$ cat config.mk
export PLATFORM = sky130hd
export DESIGN_NAME = mem_read_addr_gen
export DESIGN_NICKNAME = d
export VERILOG_FILES = /design/src/rtl/mem_read_addr_gen.sv
export SDC_FILE = /design/constraint.sdc
export NUM_CORES = 1
export LEC_CHECK = 0
export BUFFER_PORTS_ARGS = -buffer_cell sky130_fd_sc_hd__buf_2
export CORE_ASPECT_RATIO = 1.5
export CORE_MARGIN = 3
export CORE_UTILIZATION = 65
export DETAILED_ROUTE_END_ITERATION = 12
export PLACE_DENSITY = 0.87
export SLEW_MARGIN = 20
export SYNTH_ARGS = -nofsm -noshare
export SYNTH_HDL_FRONTEND = slang
export SYNTH_SLANG_ARGS = --single-unit
$ cat constraint.sdc
create_clock -name clk_i -period 7.4 [get_ports clk_i]
set_clock_uncertainty 0.2 [all_clocks]
set_input_delay 0.37 -clock clk_i [delete_from_list [all_inputs] [get_ports clk_i]]
set_output_delay 0.37 -clock clk_i [all_outputs]
set_load 0.005 [all_outputs]
$ cat src/rtl/mem_read_addr_gen.sv
// rtl/mem_read_addr_gen.sv - 2-D read-address sequencer feeding the skewed BRAM read fan-out.
// Issues row_len*num_passes reads, waits N-1 cycles for the skew chain, then pulses done.
module mem_read_addr_gen #(
  parameter int ADDR_W = 12,
  parameter int LEN_W  = 12,
  parameter int N      = 4
) (
  input  logic              clk_i,
  input  logic              rst_n_i,
  input  logic              start_i,
  input  logic [ADDR_W-1:0] base_addr_i,
  input  logic [ADDR_W-1:0] stride_i,
  input  logic [LEN_W-1:0]  row_len_i,
  input  logic [LEN_W-1:0]  num_passes_i,
  input  logic              stall_i,
  output logic              rd_en_o,
  output logic [ADDR_W-1:0] rd_addr_o,
  output logic              busy_o,
  output logic              done_o
);

  localparam int DW = (N > 2) ? $clog2(N) : 1;
  localparam logic [DW-1:0] DRAIN_INIT = (N > 1) ? DW'(N - 2) : '0;

  typedef enum logic [1:0] {IDLE, RUN, DRAIN, DONE} state_e;

  state_e            state_q;
  logic [ADDR_W-1:0] base_q, stride_q, rd_addr_q;
  logic [LEN_W-1:0]  len_q, passes_q, col_q, pass_q;
  logic              last_q, rd_en_q, busy_q, done_q;
  logic [DW-1:0]     drain_q;

  logic [ADDR_W-1:0] cur_base, cur_stride, issue_addr, base_d;
  logic [LEN_W-1:0]  cur_col, cur_pass, cur_len, cur_np, col_d, pass_d;
  logic              col_end, last_d, zero_len;

  // In IDLE the first read is formed straight from the inputs so it can issue on the start edge.
  always_comb begin
    cur_base   = base_q;
    cur_stride = stride_q;
    cur_col    = col_q;
    cur_pass   = pass_q;
    cur_len    = len_q;
    cur_np     = passes_q;
    if (state_q == IDLE) begin
      cur_base   = base_addr_i;
      cur_stride = stride_i;
      cur_col    = '0;
      cur_pass   = '0;
      cur_len    = row_len_i;
      cur_np     = num_passes_i;
    end
    issue_addr = cur_base + ADDR_W'(cur_col);
    col_end    = (cur_col == cur_len - LEN_W'(1));
    last_d     = col_end && (cur_pass == cur_np - LEN_W'(1));
    col_d      = col_end ? '0 : cur_col + LEN_W'(1);
    pass_d     = col_end ? cur_pass + LEN_W'(1) : cur_pass;
    base_d     = col_end ? cur_base + cur_stride : cur_base;
    zero_len   = (row_len_i == '0) || (num_passes_i == '0);
  end

  always_ff @(posedge clk_i or negedge rst_n_i) begin
    if (!rst_n_i) begin
      state_q   <= IDLE;
      base_q    <= '0;
      stride_q  <= '0;
      len_q     <= '0;
      passes_q  <= '0;
      col_q     <= '0;
      pass_q    <= '0;
      last_q    <= 1'b0;
      drain_q   <= '0;
      rd_en_q   <= 1'b0;
      rd_addr_q <= '0;
      busy_q    <= 1'b0;
      done_q    <= 1'b0;
    end else begin
      case (state_q)
        IDLE: begin
          rd_en_q <= 1'b0;
          busy_q  <= 1'b0;
          done_q  <= 1'b0;
          if (start_i) begin
            busy_q   <= 1'b1;
            stride_q <= stride_i;
            len_q    <= row_len_i;
            passes_q <= num_passes_i;
            if (zero_len) begin
              state_q <= DONE;
              done_q  <= 1'b1;
            end else begin
              state_q   <= RUN;
              rd_en_q   <= 1'b1;
              rd_addr_q <= issue_addr;
              base_q    <= base_d;
              col_q     <= col_d;
              pass_q    <= pass_d;
              last_q    <= last_d;
            end
          end
        end
        RUN: begin
          // last_q marks that the final read went out in the cycle now ending.
          if (last_q) begin
            rd_en_q <= 1'b0;
            last_q  <= 1'b0;
            if (N == 1) begin
              state_q <= DONE;
              done_q  <= 1'b1;
            end else begin
              state_q <= DRAIN;
              drain_q <= DRAIN_INIT;
            end
          end else if (stall_i) begin
            rd_en_q <= 1'b0;
          end else begin
            rd_en_q   <= 1'b1;
            rd_addr_q <= issue_addr;
            base_q    <= base_d;
            col_q     <= col_d;
            pass_q    <= pass_d;
            last_q    <= last_d;
          end
        end
        DRAIN: begin
          if (drain_q == '0) begin
            state_q <= DONE;
            done_q  <= 1'b1;
          end else begin
            drain_q <= drain_q - DW'(1);
          end
        end
        default: begin
          state_q <= IDLE;
          done_q  <= 1'b0;
          busy_q  <= 1'b0;
        end
      endcase
    end
  end

  assign rd_en_o   = rd_en_q;
  assign rd_addr_o = rd_addr_q;
  assign busy_o    = busy_q;
  assign done_o    = done_q;

endmodule

==> flow_summary.ini, run 1 <==
[outcome]
status = completed

[clock_tree]
clock_path_buffers = 2
worstSkewPairLatency_ns = 0.35
tritoncts = built
cts_sinks = 92
cts_buffers = 9
cts_max_level = 3
cts_resized = 0
path_clk_slew_ns = 0.07
root_buffer = clkbuf_16

[placed_design]
dp_slack_ns = 2.960
place.detailed.hpwl_um = 11630
dp_cells = 869
portBuffers = 66
place.gp.congestion = 0.8752

[drt]
num_vias = 5651
wl_per_cell_um = 18.22
routed_wl_um = 16140
drt_iter0_markers = 306
firstDrtPassIters = 6
drc = 0
ant_nets = 0
via_per_inst = 6.378

[pwr]
p_comb_share_pct = 59.9
p_switching_mw = 1.597
p_seq_share_pct = 25.3
clkPwrFrac_pct = 14.9
vdd.ir_drop.worst_uv = 320.2
sw_frac_of_total_pct = 44.01
power_density_nw_per_um2 = 498.9
p_int_mw = 2.031
leakage_nw = 3.108

[worst_setup_path]
crit_slowest_cell = ha_4
worstPathArrival_ns = 4.53
cp-start-kind = register
cp_num_cells = 13
crit_top_cell = nor3_1
worstPathMaxFanout = 65
crit_chain = inv_1 > ha_4 > buf_4 > mux2_2 > ha_1 > o21a_1 > nor2_1 > nor3_1 > nor3_1 > or3_1 > a21oi_1 > mux2i_1 > o221ai_1
end_kind = register
reg2reg_depth = 13
required_ns = 7.38
crit_type = reg2reg
critPathTopFamily = adder cells
slowest_delay_ns = 0.68
critPathBufInv = 2

[die]
core-area_um2 = 9744
die_h_um = 128.9
pin_count = 67
initial_core_util_pct = 67.18
rows = 44
die_area_um2 = 11340
die_x_um = 87.94

[sta]
hold_violations = 0
max_freq_mhz = 220.1
fin_crit_ns = 4.544
rsz0062_at_grt = no
finalSetupTns_ns = 0
setup_viol = 0
tightest_slew_ns = 0.9832
finalCritPeriodShare_pct = 61.40
fin_ws_ns = 2.857
slew_headroom_pct = 34.46
maxSlewViolCount = 0

[global_route]
grt_pass1_vias = 5762
antenna_found_initial = 0
grt_usage_pct = 29.92
grt-ovfl-total = 0
grt_first_pass_wirelength_um = 26810
grt_start_max_net_pins = 66

[finish]
n_antenna_cell = 0
nFillCells = 688
drive_gt1_share_pct = 21.14
final_cell_count_no_fill = 886
area_growth_pct = 11.10
final_nets = 851

[yosys]
ys_top_cells_by_area = dfrtp_1, mux2_2, ha_1, xnor2_1, nand2_1
synth_top_cell_area_share_pct = 35.17
syn_inst = 717
yosys.cell_types.count = 65
syn_area_per_cell_um2 = 9.130
synth_edf_count = 0
synth_commonest_cells = dfrtp_1, nand2_1, mux2_2, nor2_1, a21oi_1
synth.most_common_cell = dfrtp_1
synth_flop_cell = dfrtp_1
yosys.area.top_type = dfrtp_1
synth_fp_nets = 802
yosysSeqAreaShare_pct = 35.17
ys_ff_latch = 92
syn-cell-area_um2 = 6546
ys_warn_count = 0
ys_async_sr_fraction_pct = 100.0

[worst_hold_path]
hp-class = in2reg
holdPathStages = 2

[flow_run]
max_cap_viol_count = 0
## logic make-up (layout without fill, tap and decap cells)
kind of cell	after synthesis	count (layout)	share of synthesized area [%]
buffers and inverters	55	109	3.842
multiplexers	78	78	13.28
AND/OR/NAND/NOR	247	247	19.00
XOR/XNOR	66	66	8.830
flip-flops	92	92	35.17
adder cells (fa/ha/maj)	33	33	6.537
AO/OA/AOI/OAI	146	146	13.34
## routing by layer
metal / part of all wire [%] / wire length, µm / vias up / track usage [%]
met4: 3.8 / 606 / 0 / 15.18
li1: - / - / 2668 / -
met5: 0 / 0 / - / 0
met1: 39 / 6292 / 2752 / 33.82
met3: 4.5 / 721 / 53 / 5.317
met2: 53 / 8524 / 178 / 52.98
## through the flow
step / total power [mW] / utilization, % / area, µm² / hold slack [ns]
finish: 3.629 / 74.64 / 7273 / 0.06579
global placement: 2.948 / 70.94 / 6913 / 0.1447
floorplan: 2.583 / - / 6546 / -0.1256
CTS: 3.618 / 74.64 / 7273 / 0.05824
detailed placement: 3.051 / 70.94 / 6913 / 0.1509
global route: 3.920 / 74.64 / 7273 / 0.07013
## worst register-to-register path, stage by stage (launching register included)
cell	delay, ns
dfrtp_1	0.41
inv_1	0.14
ha_4	0.68
buf_4	0.56
mux2_2	0.40
ha_1	0.34
o21a_1	0.14
nor2_1	0.04
nor3_1	0.24
nor3_1	0.13
or3_1	0.41
a21oi_1	0.29
mux2i_1	0.26
o221ai_1	0.14
## sequential cells by signal (all words and copies together), names as in the netlist, 2 cells and up
register / flops
len_q: 12
col_q: 12
rd_addr_o: 12
drain_q: 2
state_q: 2
passes_q: 12
stride_q: 12
base_q: 12
pass_q: 12
## layout make-up
cell class / instances / area, µm² / share of cell area [%]
multi-input cells: 570 / 4019 / 55.26
clock inverters: 6 / 111.4 / 1.531
clock buffers: 10 / 239.0 / 3.286
well taps: 115 / 143.9 / 1.978
inverters: 22 / 85.08 / 1.170
flip-flops and latches: 92 / 2302 / 31.65
repair buffers: 71 / 372.9 / 5.126
## power by group through the flow
stage               clock (mW)  sequential [mW]  combinational (mW)
finish                   0.539            0.917                2.17
global route             0.564            0.942                2.41
CTS                      0.546            0.913                2.16
detailed placement           0            0.918                2.13
global placement             0            0.901                2.05
floorplan                    0            0.859                1.72
## cells in the final DEF (no fill, tap or decap), types with 6 or more instances in the layout
master	netlist	routed
nand2_1	69	69
inv_1	21	21
dfrtp_1	92	92
nor3_1	31	31
nor2b_1	10	10
o21ai_0	44	44
buf_2	19	65
and3_1	10	10
xnor2_1	43	43
mux2i_1	16	16
xor2_1	23	23
o31ai_1	7	6
a21oi_1	48	48
a21o_1	7	7
ha_1	31	30
nand4_1	8	8
nand2b_1	6	6
nor2_1	56	56
nand3_1	16	16
clkbuf_16	0	9
mux2_2	61	61
nor4_1	6	6
or3_1	9	9
## worst paths after layout
check,startpoint,to,slack [ns]
max,state_q[0],base_q[11],2.86
min,stride_i[0],stride_q[0],0.07
max reg2reg,state_q[0],base_q[11],2.86
min reg2reg,rd_addr_o[0],rd_addr_o[0],0.27
max in group asynchronous,rst_n_i,len_q[5],5.54
min in group asynchronous,rst_n_i,passes_q[6],0.31
## repair_timing
item                      4_1_cts  5_1_grt
setup buffers                   0        0
hold endpoints to repair       32        0
hold buffers                    1        0
(Power assumes the default switching activity.)
==> run 2: changes to the inputs <==
CORE_UTILIZATION = 60   (was 65)
PLACE_DENSITY = 0.81   (was 0.87)
clock period = 4.73 ns   (was 7.4 ns; I/O delays follow)
==> flow_summary.ini, run 2 (synthesis results as in run 1) <==
[outcome]
status = completed

[global_route]
grt-ovfl-total = 0
grt_usage_pct = 28.61
antenna_found_initial = 0
grt_first_pass_wirelength_um = 28460
grt_pass1_vias = 6081
grt_start_max_net_pins = 55

[pwr]
p_switching_mw = 2.552
p_comb_share_pct = 61.8
leakage_nw = 3.225
vdd.ir_drop.worst_uv = 521.3
power_density_nw_per_um2 = 748.5
sw_frac_of_total_pct = 44.90
clkPwrFrac_pct = 13.1
p_int_mw = 3.131
p_seq_share_pct = 25.2

[drt]
met3_length_um = 792
ant_nets = 0
drc = 0
via_per_inst = 6.177
dr_wl_met2_um = 8737
firstDrtPassIters = 5
drt_iter0_markers = 438
met1_length_um = 6766
wl_per_cell_um = 17.94
highest_layer = met4
num_vias = 5862
routed_wl_um = 17020

[worst_setup_path]
required_ns = 4.80
end_kind = register
reg2reg_depth = 11
worstPathArrival_ns = 4.21
r2r_setup_slack_ns = 0.59
r2r-start = state_q[0]
r2r-end = pass_q[11]
worstPathMaxFanout = 54
endpoint = pass_q[11]
startpoint = state_q[0]
crit_type = reg2reg
cp-start-kind = register

[clock_tree]
tritoncts = built
cts_buffers = 9
worstSkewPairLatency_ns = 0.35
postCtsSetupBuffers = 0
cts_max_level = 3
clock_path_buffers = 2
cts_sinks = 92
root_buffer = clkbuf_16
path_clk_slew_ns = 0.06

[die]
die_area_um2 = 12230
core-area_um2 = 10590
initial_core_util_pct = 61.81
die_h_um = 133.9
die_x_um = 91.29
rows = 46
pin_count = 67

[flow_run]
max_cap_viol_count = 0

[sta]
slew_headroom_pct = 43.53
setup_viol = 0
max_freq_mhz = 241.8
fin_crit_ns = 4.135
maxSlewViolCount = 0
finalSetupTns_ns = 0
rsz0062_at_grt = no
hold_violations = 0
tightest_slew_ns = 0.8471
finalCritPeriodShare_pct = 87.43

[placed_design]
place.detailed.hpwl_um = 12180
dp_cells = 903
portBuffers = 66
place.gp.congestion = 0.9685

[finish]
area_growth_pct = 15.98
final_nets = 885
final_cell_count_no_fill = 949
n_antenna_cell = 0
final_common_cell = dfrtp_1
final_cell_mix = dfrtp_1, nand2_1, buf_2
drive_gt1_share_pct = 20.87
fin_util_pct = 71.69

[worst_hold_path]
min-delay-start = num_passes_i[5]
hp-class = in2reg
==> run 2: metrics by stage <==
step	setup slack (ns)	area (µm²)	hold WS (ns)	total power [mW]
after floorplan	0.3844	6546	-0.2591	4.042
after global placement	0.7663	6987	0.07799	4.637
after detailed placement	0.3631	6987	0.08912	4.824
after CTS	0.3346	7591	0.001548	5.635
after global routing	0.3702	7592	0.01033	6.092
final	0.5946	7592	0.008352	5.683
==> run 2: routing by layer <==
metal | vias up | global-route usage (%)
li1 | 2736 | -
met1 | 2832 | 34.62
met2 | 233 | 50.10
met3 | 61 | 3.872
met4 | 0 | 13.59
met5 | - | 0
==> run 2: power groups by stage <==
| stage | logic [mW] | clock network (mW) | registers [mW] |
|---|---|---|---|
| after CTS | 3.46 | 0.752 | 1.42 |
| after floorplan | 2.70 | 0 | 1.34 |
| after global placement | 3.23 | 0 | 1.40 |
| after global routing | 3.84 | 0.783 | 1.47 |
| final | 3.51 | 0.743 | 1.43 |
| after detailed placement | 3.39 | 0 | 1.43 |
==> run 2: worst min-delay path by stage <==
stage / to / slack (ns) / depth (start not counted)
CTS: len_q[9] / 0.002 / 2
finish: passes_q[5] / 0.008 / 2
floorplan: base_q[0] / -0.26 / 0
detailed placement: passes_q[5] / 0.09 / 1
global route: len_q[9] / 0.01 / 2
global placement: passes_q[5] / 0.08 / 1
==> run 2: repair_timing <==
action                     in CTS  in global routing
hold buffers                   30                  0
gates resized for setup         0                  1
hold endpoints to repair       74                  0
setup endpoints to repair       0                  1
==> run 2: area by class of cell <==
cell class / count / area (µm²)
sequential: 92 / 2302
tap: 144 / 180.2
clock buffer: 12 / 256.5
inverter: 22 / 85.08
multi-input combinational: 570 / 4020
clock inverter: 4 / 47.55
fill: 815 / 2998
timing repair buffer: 105 / 700.7
==> run 2: critical path, stage by stage (launching register included) <==
cell and delay (ns):
dfrtp_1 0.40, inv_1 0.15, ha_4 0.63, mux2i_1 0.30
ha_1 0.29, xnor2_1 0.14, o41ai_1 0.40, and3_1 0.30
o2111a_2 0.60, nand3_1 0.27, nor2_1 0.22, xnor2_1 0.13
